<file path="src/rtl/output_stationary_bus_arbiter.sv">
// Round-robin owner of the shared result bus: one add or unload burst per grant, phase alternating per core.
// Grant and first beat one cycle after the IDLE sample; beats hold on w_bus_ready low indefinitely.
`ifndef OUT_ARB_NUM_CORES
`define OUT_ARB_NUM_CORES 4
`endif

module output_stationary_bus_arbiter #(
  parameter int NUM_CORES = `OUT_ARB_NUM_CORES,
  parameter int BURST_W   = 6,
  parameter int IDX_W     = $clog2(NUM_CORES)
) (
  input  logic                 w_clock,
  input  logic                 w_reset_n,
  input  logic                 w_clear,
  input  logic [NUM_CORES-1:0] w_req,
  input  logic [BURST_W-1:0]   w_add_len,
  input  logic [BURST_W-1:0]   w_unload_len,
  input  logic                 w_bus_ready,
  output logic [NUM_CORES-1:0] grant,
  output logic [IDX_W-1:0]     grant_idx,
  output logic [BURST_W-1:0]   burst,
  output logic                 add_en,
  output logic                 unload_en,
  output logic                 rw,
  output logic                 beat_valid,
  output logic [BURST_W-1:0]   addr,
  output logic                 done
);

  localparam logic [1:0] ST_IDLE = 2'd0;
  localparam logic [1:0] ST_XFER = 2'd1;
  localparam logic [1:0] ST_DONE = 2'd2;

  logic [1:0]           state_q, state_d;
  logic [NUM_CORES-1:0] phase_q, phase_d;
  logic [IDX_W-1:0]     ptr_q, ptr_d;
  logic [BURST_W-1:0]   count_q, count_d;
  logic [NUM_CORES-1:0] grant_q, grant_d;
  logic [IDX_W-1:0]     grant_idx_q, grant_idx_d;
  logic [BURST_W-1:0]   burst_q, burst_d;
  logic                 add_en_q, add_en_d;
  logic                 unload_en_q, unload_en_d;
  logic                 done_q, done_d;

  logic [IDX_W-1:0]     sel;
  logic                 sel_vld;
  int                   j;

  // Scan downward so the requester closest at or after the pointer wins last.
  always_comb begin
    sel     = '0;
    sel_vld = 1'b0;
    j       = 0;
    for (int i = NUM_CORES - 1; i >= 0; i--) begin
      j = int'(ptr_q) + i;
      if (j >= NUM_CORES) j = j - NUM_CORES;
      if (w_req[j]) begin
        sel     = IDX_W'(j);
        sel_vld = 1'b1;
      end
    end
  end

  always_comb begin
    state_d     = state_q;
    phase_d     = phase_q;
    ptr_d       = ptr_q;
    count_d     = count_q;
    grant_d     = grant_q;
    grant_idx_d = grant_idx_q;
    burst_d     = burst_q;
    add_en_d    = add_en_q;
    unload_en_d = unload_en_q;
    done_d      = 1'b0;
    case (state_q)
      ST_IDLE: begin
        if (sel_vld) begin
          grant_d     = NUM_CORES'(1) << sel;
          grant_idx_d = sel;
          add_en_d    = ~phase_q[sel];
          unload_en_d = phase_q[sel];
          burst_d     = phase_q[sel] ? w_unload_len : w_add_len;
          count_d     = '0;
          if (burst_d == '0) begin
            state_d = ST_DONE;
            done_d  = 1'b1;
          end else begin
            state_d = ST_XFER;
          end
        end
      end
      ST_XFER: begin
        if (w_bus_ready) begin
          count_d = count_q + BURST_W'(1);
          if (count_q == burst_q - BURST_W'(1)) begin
            state_d = ST_DONE;
            done_d  = 1'b1;
          end
        end
      end
      ST_DONE: begin
        phase_d[grant_idx_q] = ~phase_q[grant_idx_q];
        ptr_d       = (grant_idx_q == IDX_W'(NUM_CORES - 1)) ? '0 : grant_idx_q + IDX_W'(1);
        grant_d     = '0;
        grant_idx_d = '0;
        burst_d     = '0;
        add_en_d    = 1'b0;
        unload_en_d = 1'b0;
        state_d     = ST_IDLE;
      end
      default: state_d = ST_IDLE;
    endcase
    // Soft clear drops any burst in flight without a done pulse.
    if (w_clear) begin
      state_d     = ST_IDLE;
      phase_d     = '0;
      ptr_d       = '0;
      count_d     = '0;
      grant_d     = '0;
      grant_idx_d = '0;
      burst_d     = '0;
      add_en_d    = 1'b0;
      unload_en_d = 1'b0;
      done_d      = 1'b0;
    end
  end

  always_ff @(posedge w_clock or negedge w_reset_n) begin
    if (!w_reset_n) begin
      state_q     <= ST_IDLE;
      phase_q     <= '0;
      ptr_q       <= '0;
      count_q     <= '0;
      grant_q     <= '0;
      grant_idx_q <= '0;
      burst_q     <= '0;
      add_en_q    <= 1'b0;
      unload_en_q <= 1'b0;
      done_q      <= 1'b0;
    end else begin
      state_q     <= state_d;
      phase_q     <= phase_d;
      ptr_q       <= ptr_d;
      count_q     <= count_d;
      grant_q     <= grant_d;
      grant_idx_q <= grant_idx_d;
      burst_q     <= burst_d;
      add_en_q    <= add_en_d;
      unload_en_q <= unload_en_d;
      done_q      <= done_d;
    end
  end

  assign grant      = grant_q;
  assign grant_idx  = grant_idx_q;
  assign burst      = burst_q;
  assign add_en     = add_en_q;
  assign unload_en  = unload_en_q;
  assign rw         = unload_en_q;
  assign beat_valid = (state_q == ST_XFER);
  assign addr       = beat_valid ? count_q : '0;
  assign done       = done_q;

endmodule

</file>
<file path="config.mk">
export PLATFORM = sky130hd
export DESIGN_NAME = output_stationary_bus_arbiter
export DESIGN_NICKNAME = d
export VERILOG_FILES = /design/src/rtl/output_stationary_bus_arbiter.sv
export SDC_FILE = /design/constraint.sdc
export NUM_CORES = 1
export LEC_CHECK = 0
export ABC_AREA = 1
export BUFFER_PORTS_ARGS = -buffer_cell sky130_fd_sc_hd__buf_2
export CORE_MARGIN = 2
export CORE_UTILIZATION = 57
export CTS_BUF_LIST = sky130_fd_sc_hd__clkbuf_2 sky130_fd_sc_hd__clkbuf_4 sky130_fd_sc_hd__clkbuf_8
export DETAILED_ROUTE_END_ITERATION = 12
export GPL_TIMING_DRIVEN = 0
export MAX_ROUTING_LAYER = met4
export PLACE_DENSITY_LB_ADDON = 0.05
export SLEW_MARGIN = 5
export SYNTH_ARGS = -nofsm -noshare
export SYNTH_HDL_FRONTEND = slang
export SYNTH_SLANG_ARGS = --single-unit
export TNS_END_PERCENT = 10
</file>
<file path="constraint.sdc">
create_clock -name w_clock -period 5.2 [get_ports w_clock]
set_input_delay 1.04 -clock w_clock [delete_from_list [all_inputs] [get_ports w_clock]]
set_output_delay 1.04 -clock w_clock [all_outputs]
set_load 0.02 [all_outputs]
</file>
==> flow_metrics.tcl, run 1 <==
set metrics [dict create \
    hp-start "grant[1]" \
    period_share 0.4846 \
    synthFlopType "dfrtp_1" \
    reg2reg_from "ptr_q[0]" \
    start_util 0.5882 \
    grt_max_degree 30 \
    tns_ps 0 \
    synth_seq_cells 29 \
    ios 43 \
    crit_required_ps 5450 \
    clk_pin_slew_ps 90 \
    maxCapViolCount 0 \
    synth_cell_types 32 \
    chipWidth_microns 62.22 \
    period_needed_ps 2520 \
    grt_pass1_wl_mm 7.100 \
    synth_top_family_by_area "simple AND/OR/NAND/NOR gates" \
    syn_area_sq_um 1932 \
    root_buffer "clkbuf_4" \
    core_sq_um 3284 \
    clockBufferDepth 2 \
    cts_resized 0 \
    drt-pass1-iter-count 4 \
    antenna_found_initial 0 \
    synth_nets 277 \
    cts_buffers 5 \
    worst_hold_path.endpoint "grant[1]" \
    synth_top_area_cell "dfrtp_1" \
    clkSinkCount 29 \
    dieArea_sq_um 3871 \
    synth_fa_ha_area_frac 0.03886 \
    via_per_inst 5.003 \
    rsz0062_at_grt "false" \
    route.detailed.wl_per_inst_microns 11.46 \
    place_hpwl_mm 3.139 \
    final_area_sq_um 2260 \
    startpoint_type "primary input" \
    antenna_left 0 \
    powerDensity_nw_per_um2 504.7 \
    p_leak_nw 1.172 \
    dieHeight_microns 62.22 \
    critPathArrivalTime_ps 2770 \
    synthSimpleGateAreaFrac 0.3316 \
    rr_endpoint "done" \
    drt-initial-drc-count 86 \
    synth_mux_area_frac 0 \
    fin_worst_skew_ps 7.698 \
    grt_pass1_vias 1631 \
    hp-class "register to register" \
    critical_path.cell_chain "buf_2, inv_1, nand2_1, nand3_2, nand2_1, nand3_2, nand2_2, nand2_2, nand2_4, nand2_2, nand3_4, nand2_4, nand2_1, nand2_2, nand2_2, nor2_2, nand3_2, a21oi_1" \
    status "finished, final reports clean" \
    insertion_delay_ps 330 \
    synthTopCellsByArea "dfrtp_1, nand2_1, inv_1" \
    synthArstFlopShare 1.000 \
    critical_path_class "primary input to register" \
    cp_max_fo 8 \
    drive_gt1_frac 0.2791 \
    cp_slowest_stage_delay_ps 160 \
    max_slew_margin 0.5671 \
    area_delta_synth_final_pct 16.97 \
    dp.cells 339 \
    setup_viol 0 \
    drv_slew 0 \
    hold_path_depth 1 \
    holdBufCountCts 0 \
    synth_xor_area_frac 0.04469 \
    htreeDepth 2 \
    layout.nets 326 \
    cts_tree "built" \
    path_buf_inv 2 \
    synth-compound-area-share 0.1218 \
    syn_inst 251 \
    wl_mm 3.976 \
    cp_top_family "simple AND/OR/NAND/NOR gates" \
    end_kind "register" \
    grt_usage 0.2392 \
    antenna_cells 0 \
    ys_seq_area_frac 0.3756 \
    worstMarginPinSlew_ps 649.4 \
    vias 1736 \
    max_freq_ghz 0.3968 \
    row_count 21 \
    synthDominantCellAreaShare 0.3756 \
    port_buffers 42 \
    globalplace.congestion 0.7881 \
    ys_warn_count 0 \
    critPathSlowestCell "nor2_2" \
    synth_edf_count 0 \
    overflow 0 \
    nFillCells 294 \
    drcViolationCount 0 \
    r2r_cells 18 \
    cts_setup_buffers 0 \
    final_cells 347 \
    crit_top_cell "nand2_2" \
    hold_violations 0 \
    synth_area_per_cell_sq_um 7.697 \
    rrSetupSlack_ps 2970 \
    ir_drop_mv 0.2557 \
    place_area_sq_um 2200 \
]
-- state kept, by name (all words and copies together) (netlist names) --
register   count
add_en         1
burst          6
count_q        6
done           1
grant          4
grant_idx      2
phase_q        4
ptr_q          2
rw             1
state_q        2
-- metrics by stage --
stage	power, mW	worst slack, ps	hold WS [ps]	utilization
final	1.140	2680	504.5	0.6880
after global routing	1.250	2526	534.0	0.6880
after CTS	1.150	2709	505.5	0.6880
after detailed placement	1.003	2356	473.6	0.6697
after global placement	0.9894	2388	473.4	0.6697
after floorplan	0.8436	2734	509.3	-
-- cell type report --
class	count	area, sq um	share of cell area
Timing Repair Buffer	42	210.2	0.09302
Clock buffer	8	60.06	0.02658
Sequential cell	29	725.7	0.3212
Buffer	2	18.77	0.008306
Tap cell	46	57.56	0.02547
Multi-Input combinational cell	180	1037	0.4590
Inverter	40	150.1	0.06645
-- worst register-to-register path: stages, from the launching register on --
cell	delay, ps
dfrtp_1	410
buf_6	150
nand2_1	110
nand3_2	120
nand2_1	110
nand3_2	100
nand2_2	80
nand2_2	80
nand2_4	110
nand2_4	60
nand2_4	60
nand2_4	70
nand2_4	90
nand2_1	70
nand2_2	70
nand2_2	50
nor2_2	160
nand3_2	100
a21oi_1	150
-- logic make-up (layout without fill, tap and decap cells) --
kind of cell	count (synthesis)	count (layout)
AO/OA/AOI/OAI	38	38
XOR/XNOR	9	9
adder cells (fa/ha/maj)	6	6
buffers and inverters	42	92
flip-flops	29	29
AND/OR/NAND/NOR	127	127
-- cells in the mapped netlist (2+ instances only) --
cell type / n
a211oi_1: 4
a21oi_1: 7
dfrtp_1: 29
ha_1: 6
inv_1: 33
inv_2: 7
nand2_1: 56
nand2_2: 7
nand2_4: 5
nand3_1: 16
nand3_2: 5
nand3b_1: 3
nor2_1: 23
nor2_2: 2
nor3_1: 6
nor4_2: 2
o21ai_0: 14
o21ai_1: 3
o22ai_1: 4
xor2_1: 7
-- routing by layer --
metal  vias to the layer above  global-route usage  part of all wire
met5                         -                   -                 0
met4                         0             0.08333             0.015
met3                         5             0.05435             0.043
met2                        37              0.3764              0.45
met1                       784              0.3069              0.49
li1                        910                   -                 -
-- placed cells by master, fill, tap and decap left out --
master	count
dfrtp_1	29
clkbuf_4	8
buf_6	1
a211oi_1	4
o21ai_2	1
nor2_1	23
xnor2_1	1
inv_2	7
nand2_1	56
nor3_1	6
nand3_1	16
o21ai_0	14
nor4_2	2
o22ai_1	4
xor2_1	7
nand3_2	5
xnor2_2	1
o31a_1	1
inv_1	33
a21oi_4	1
o31ai_1	1
nand2_2	7
buf_4	1
nor2_2	2
nand4_1	1
nand3_4	1
a22o_1	1
a21oi_1	7
nand2_4	5
nand3b_1	3
buf_2	42
ha_1	6
o21ai_1	3
a32o_1	1
-- how the worst max path moves through the flow --
stage | start | to | slack, ps | cells after the start
floorplan | w_req[1] | done | 2730 | 17
global placement | w_req[1] | grant_idx[0] | 2390 | 10
detailed placement | w_req[1] | grant_idx[0] | 2360 | 10
CTS | w_req[1] | grant_idx[0] | 2710 | 10
global route | w_req[1] | done | 2530 | 18
finish | w_req[1] | done | 2680 | 18
-- power by group --
part	total, mW	internal (mW)	switching, mW
sequential	0.342	0.286	0.0556
combinational	0.652	0.227	0.426
clock	0.146	0.0694	0.0770
(Power assumes the default switching activity.)
==> run 2, diff against run 1 <==
- CORE_UTILIZATION: 57 -> 51
- clock period: 5.2 -> 2.1 ns (I/O delays scaled with it)
==> flow_metrics.tcl, run 2 (synthesized netlist as in run 1, its figures left out) <==
set metrics [dict create \
    cp_max_fo 10 \
    period_needed_ps 2181 \
    root_buffer "clkbuf_8" \
    vias 1740 \
    drt-pass1-iter-count 4 \
    ios 43 \
    clockBufferDepth 2 \
    cts_tree "built" \
    dieArea_sq_um 4296 \
    globalplace.congestion 0.7769 \
    grt_max_degree 30 \
    nFillCells 345 \
    final_common_cell "nand2_1" \
    violations "setup timing" \
    final_cell_mix "nand2_1, buf_2, inv_1" \
    highest_layer "met4" \
    overflow 0 \
    drive_gt1_frac 0.2848 \
    power_frac_comb 0.547 \
    seqPwrFrac 0.282 \
    rsz0062_at_grt "true" \
    maxCapViolCount 0 \
    clkSinkCount 29 \
    route.detailed.wl_per_inst_microns 11.65 \
    via_per_inst 4.971 \
    setup_viol 3 \
    core_sq_um 3661 \
    switching_share 0.4731 \
    drt-initial-drc-count 89 \
    layout.nets 327 \
    switchingPower_mw 1.426 \
    hp-class "primary input to async pin" \
    start_util 0.5277 \
    startpoint_type "register" \
    dieHeight_microns 65.55 \
    area_delta_synth_final_pct 20.92 \
    dr_wl_met3_microns 166 \
    power_mw 3.013 \
    status "complete, but fails checks" \
    htreeDepth 2 \
    row_count 22 \
    wl_met1_mm 2.008 \
    p_int_mw 1.588 \
    powerDensity_nw_per_um2 1290 \
    met2_length_mm 1.831 \
    antenna_left 0 \
    holdWs_ps 166.4 \
    crit_required_ps 2300 \
    fin_worst_skew_ps 8.680 \
    chipWidth_microns 65.55 \
    grt_pass1_wl_mm 7.238 \
    port_buffers 42 \
    end_kind "register" \
    max_slew_margin 0.5627 \
    antenna_found_initial 0 \
    clkPwrFrac 0.171 \
    p_leak_nw 1.198 \
    max_freq_ghz 0.4584 \
    period_share 1.039 \
    ir_drop_mv 0.8195 \
    drv_slew 0 \
    wl_mm 4.076 \
    antenna_cells 0 \
    critical_path_class "register to register" \
    critPathArrivalTime_ps 2380 \
    fin_ws_ps -81.38 \
    clk_pin_slew_ps 60 \
    insertion_delay_ps 290 \
    worstMarginPinSlew_ps 655.9 \
    grt_pass1_vias 1632 \
    drcViolationCount 0 \
    hold_violations 0 \
    place_hpwl_mm 3.201 \
    grt_usage 0.2270 \
    cts_buffers 5 \
]
[run 2: area by class of cell]
class	instances	area, sq um	area share
sequential	29	725.7	0.3107
inverter	40	150.1	0.06427
buffer	2	18.77	0.008034
timing repair buffer	43	217.7	0.09320
multi-input combinational	180	1062	0.4547
tap	48	60.06	0.02571
clock inverter	1	5.005	0.002142
clock buffer	7	96.34	0.04124
[run 2: power by group through the flow]
stage               Combinational (mW)  Clock [mW]  Sequential (mW)
floorplan                         1.12           0            0.967
global placement                  1.61           0            0.852
detailed placement                1.62           0            0.854
CTS                               1.64       0.519            0.847
global route                      1.85       0.551            0.877
finish                            1.65       0.514            0.851
[run 2: worst paths after layout]
| kind | start | depth (start not counted) | slack (ps) | end |
|---|---|---|---|---|
| setup / recovery | ptr_q[0] | 14 | -80 | done |
| hold / removal | w_reset_n | 1 | 170 | ptr_q[1] |
| setup reg to reg | ptr_q[0] | 14 | -80 | done |
| hold reg to reg | grant[3] | 2 | 490 | grant[3] |
| max in group asynchronous | w_reset_n | 1 | 1500 | burst[1] |
| min in group w_clock | w_clear | 2 | 440 | phase_q[2] |
[run 2: critical path, stage by stage (launching register included)]
cell and delay [ps]:
dfrtp_1 390, buf_6 150, xnor2_2 200, nand2_1 90, nand3_2 90, nand3_1 120
a21oi_4 230, nand3_4 140, nand2_4 120, nand2_1 70, nand2_2 70, nand2_2 50
nor2_2 140, nand3_2 90, a21oi_1 140
[run 2: repair_timing]
| item | 4_1_cts | 5_1_grt |
|---|---|---|
| hold buffers | 0 | 0 |
| pin swaps | 3 | 3 |
| endpoints found under the setup margin | 11 | 18 |
| resized for setup | 1 | 3 |
| setup buffers | 1 | 0 |
[run 2: metrics by stage]
step           area [sq um]    util  worst slack [ps]  instances  TNS, ps
6_report               2336  0.6381            -81.38        350   -177.9
5_1_grt                2336  0.6381            -238.6        350    -1137
4_1_cts                2313  0.6319            -62.33        350   -212.8
3_5_place_dp           2202  0.6015            -130.7        341   -903.4
3_3_place_gp           2202  0.6015            -123.6        341   -848.2
2_1_floorplan          1932       -             189.1        251        0
[run 2: per-layer routing]
metal | track usage | vias up
met2 | 0.3495 | 32
met3 | 0.05308 | 7
met5 | - | -
li1 | - | 911
met4 | 0.08854 | 0
met1 | 0.2908 | 790
==> run 3, diff against run 2 <==
- ABC_AREA: 1 -> not set
- CORE_UTILIZATION: 51 -> 50
- PLACE_DENSITY: not set -> 0.82
- PLACE_DENSITY_LB_ADDON: 0.05 -> not set
- SLEW_MARGIN: 5 -> 20
==> flow_metrics.tcl, run 3 <==
set metrics [dict create \
    met1_usage 0.3197 \
    drt-pass1-iter-count 4 \
    grt_pass1_vias 1668 \
    htreeDepth 2 \
    critPathArrivalTime_ps 2330 \
    area_delta_synth_final_pct 26.71 \
    grt.busiest_layer "met2" \
    chipWidth_microns 65.45 \
    crit_required_ps 2290 \
    final_core_util 0.6584 \
    insertion_delay_ps 290 \
    dieArea_sq_um 4284 \
    synthArstFlopShare 1.000 \
    cp_top_family "simple AND/OR/NAND/NOR gates" \
    cp_max_fo 10 \
    drv_slew 0 \
    pre_cts_ws_ps -218.9 \
    switchingPower_uw 543.4 \
    hp-class "primary input to async pin" \
    rsz0062_at_grt "true" \
    wl_mm 4.760 \
    clkPwrFrac 0.361 \
    dp.cells 288 \
    hold_violations 0 \
    cts_tree "built" \
    ir_drop_mv 0.4515 \
    synth_top_area_cell "dfrtp_1" \
    period_share 1.016 \
    status "complete, but fails checks" \
    clockBufferDepth 2 \
    syn_area_sq_um 1888 \
    synthFlopType "dfrtp_1" \
    p_leak_nw 1.171 \
    row_count 22 \
    worstMarginPinSlew_ps 654.5 \
    final_cell_mix "buf_2, dfrtp_1, nand2_1" \
    synth.most_common_cell "dfrtp_1" \
    startpoint_type "register" \
    port_buffers 42 \
    seqPwrFrac 0.386 \
    end_kind "register" \
    critPathSlowestCell "or4_2" \
    cp_slowest_stage_delay_ps 700 \
    globalplace.congestion 0.8756 \
    clkSinkCount 29 \
    antenna_cells 0 \
    met3_usage 0.05651 \
    synth_cell_types 46 \
    ios 43 \
    start_util 0.5196 \
    synth_seq_cells 29 \
    layout.nets 281 \
    drt-initial-drc-count 106 \
    ys_warn_count 0 \
    fin_ws_ps -32.92 \
    drcViolationCount 0 \
    synth_nets 224 \
    antenna_found_initial 0 \
    maxCapViolCount 0 \
    final_common_cell "buf_2" \
    clk_pin_slew_ps 70 \
    synth_edf_count 0 \
    cts_buffers 5 \
    power_frac_comb 0.253 \
    synthTopCellsByArea "dfrtp_1, nand2_1, mux2i_1" \
    setup_viol 3 \
    final_cells 304 \
    synth_area_per_cell_sq_um 9.536 \
    place_hpwl_mm 3.336 \
    synthTopCellsByCount "dfrtp_1, nand2_1, o21ai_0" \
    power_mw 1.705 \
    max_slew_margin 0.5637 \
    grt_use_met2 0.3878 \
    path_buf_inv 1 \
    root_buffer "clkbuf_8" \
    antenna_left 0 \
    route.detailed.wl_per_inst_microns 15.66 \
    dieHeight_microns 65.45 \
    critical_path_class "register to register" \
    max_freq_ghz 0.4688 \
    holdBufCountCts 0 \
    ys_seq_area_frac 0.3844 \
    overflow 0 \
    nFillCells 285 \
    p_int_mw 1.161 \
    period_needed_ps 2133 \
    critical_path.cell_chain "or4_2, nor2_2, inv_1, o2111ai_1" \
    grt_usage 0.2489 \
    vias 1768 \
    core_sq_um 3633 \
    synthDominantCellAreaShare 0.3844 \
    violations "setup timing" \
    grt_pass1_wl_mm 7.907 \
    fin_worst_skew_ps 4.768 \
    switching_share 0.3188 \
    via_per_inst 5.816 \
    syn_inst 198 \
    tns_ps -60.87 \
    grt_max_degree 30 \
    drive_gt1_frac 0.2930 \
    powerDensity_nw_per_um2 712.5 \
]
run 3: cell count changes in the layout (fill, tap and decap cells not counted), sizes merged, moves of 5 or more:
cell   change
inv       -33
o21ai      -6
nand3     -18
a221o      +6
nand2     -40
buf        +7
nor2      -14
mux2       +5
mux2i     +12
and2       +9
run 3: path summary, 6_finish.rpt:
path | from | endpoint | slack [ps] | cells after the start
setup / recovery | state_q[0] | state_q[1] | -30 | 4
hold / removal | w_reset_n | grant_idx[0] | 150 | 1
setup reg to reg | state_q[0] | state_q[1] | -30 | 4
hold reg to reg | grant[2] | grant[2] | 480 | 2
max in group asynchronous | w_reset_n | count_q[0] | 1520 | 1
min in group w_clock | w_bus_ready | count_q[2] | 450 | 3
run 3: power groups by stage:
| stage | logic, mW | clock network, mW | registers, mW |
|---|---|---|---|
| after floorplan | 0.240 | 0 | 0.696 |
| after global placement | 0.403 | 0 | 0.666 |
| after detailed placement | 0.412 | 0 | 0.667 |
| after CTS | 0.426 | 0.613 | 0.658 |
| after global routing | 0.479 | 0.647 | 0.667 |
| final | 0.431 | 0.615 | 0.658 |
run 3: worst register-to-register path, delay by kind of cell (launching register included):
kind | cells | cell delay, ps
buffers and inverters | 1 | 200
DFF | 1 | 440
and+or+nand+nor | 2 | 1120
AOI/OAI and AO/OA | 1 | 280
run 3: per-layer routing:
metal | up-vias | share of wire
met5 | - | 0
met2 | 71 | 0.48
met3 | 7 | 0.071
li1 | 844 | -
met4 | 0 | 0.013
met1 | 846 | 0.44
run 3: cell families after synthesis:
group | count (synthesis) | synth area share
buffers and inverters | 13 | 0.03512
DFF | 29 | 0.3844
and+or+nand+nor | 73 | 0.1942
adders and majority gates | 6 | 0.03976
AOI/OAI and AO/OA | 53 | 0.1982
muxes | 18 | 0.1206
xor gates and xnor gates | 6 | 0.02784
run 3: what timing repair did:
action / CTS / global route
resized for setup: 2 / 5
setup buffers: 7 / 1
endpoints found under the setup margin: 7 / 17
pin swaps: 1 / 2
cloned: 0 / 0
run 3: area by class of cell:
type                    count  area, sq um  share of cell area
plain buffers               6        41.29             0.01726
repair buffers             50        307.8              0.1287
inverters                   7        26.28             0.01098
well taps                  48        60.06             0.02510
multi-input cells         156         1111              0.4644
clock inverters             2        37.54             0.01569
flip-flops and latches     29        725.7              0.3033
clock buffers               6        82.58             0.03452
run 3: metrics by stage:
step | cell area, sq um | hold slack, ps
4_1_cts | 2364 | 175.2
3_3_place_gp | 2158 | 462.1
3_5_place_dp | 2158 | 468.2
6_report | 2392 | 152.3
5_1_grt | 2392 | 197.8
2_1_floorplan | 1888 | 124.4
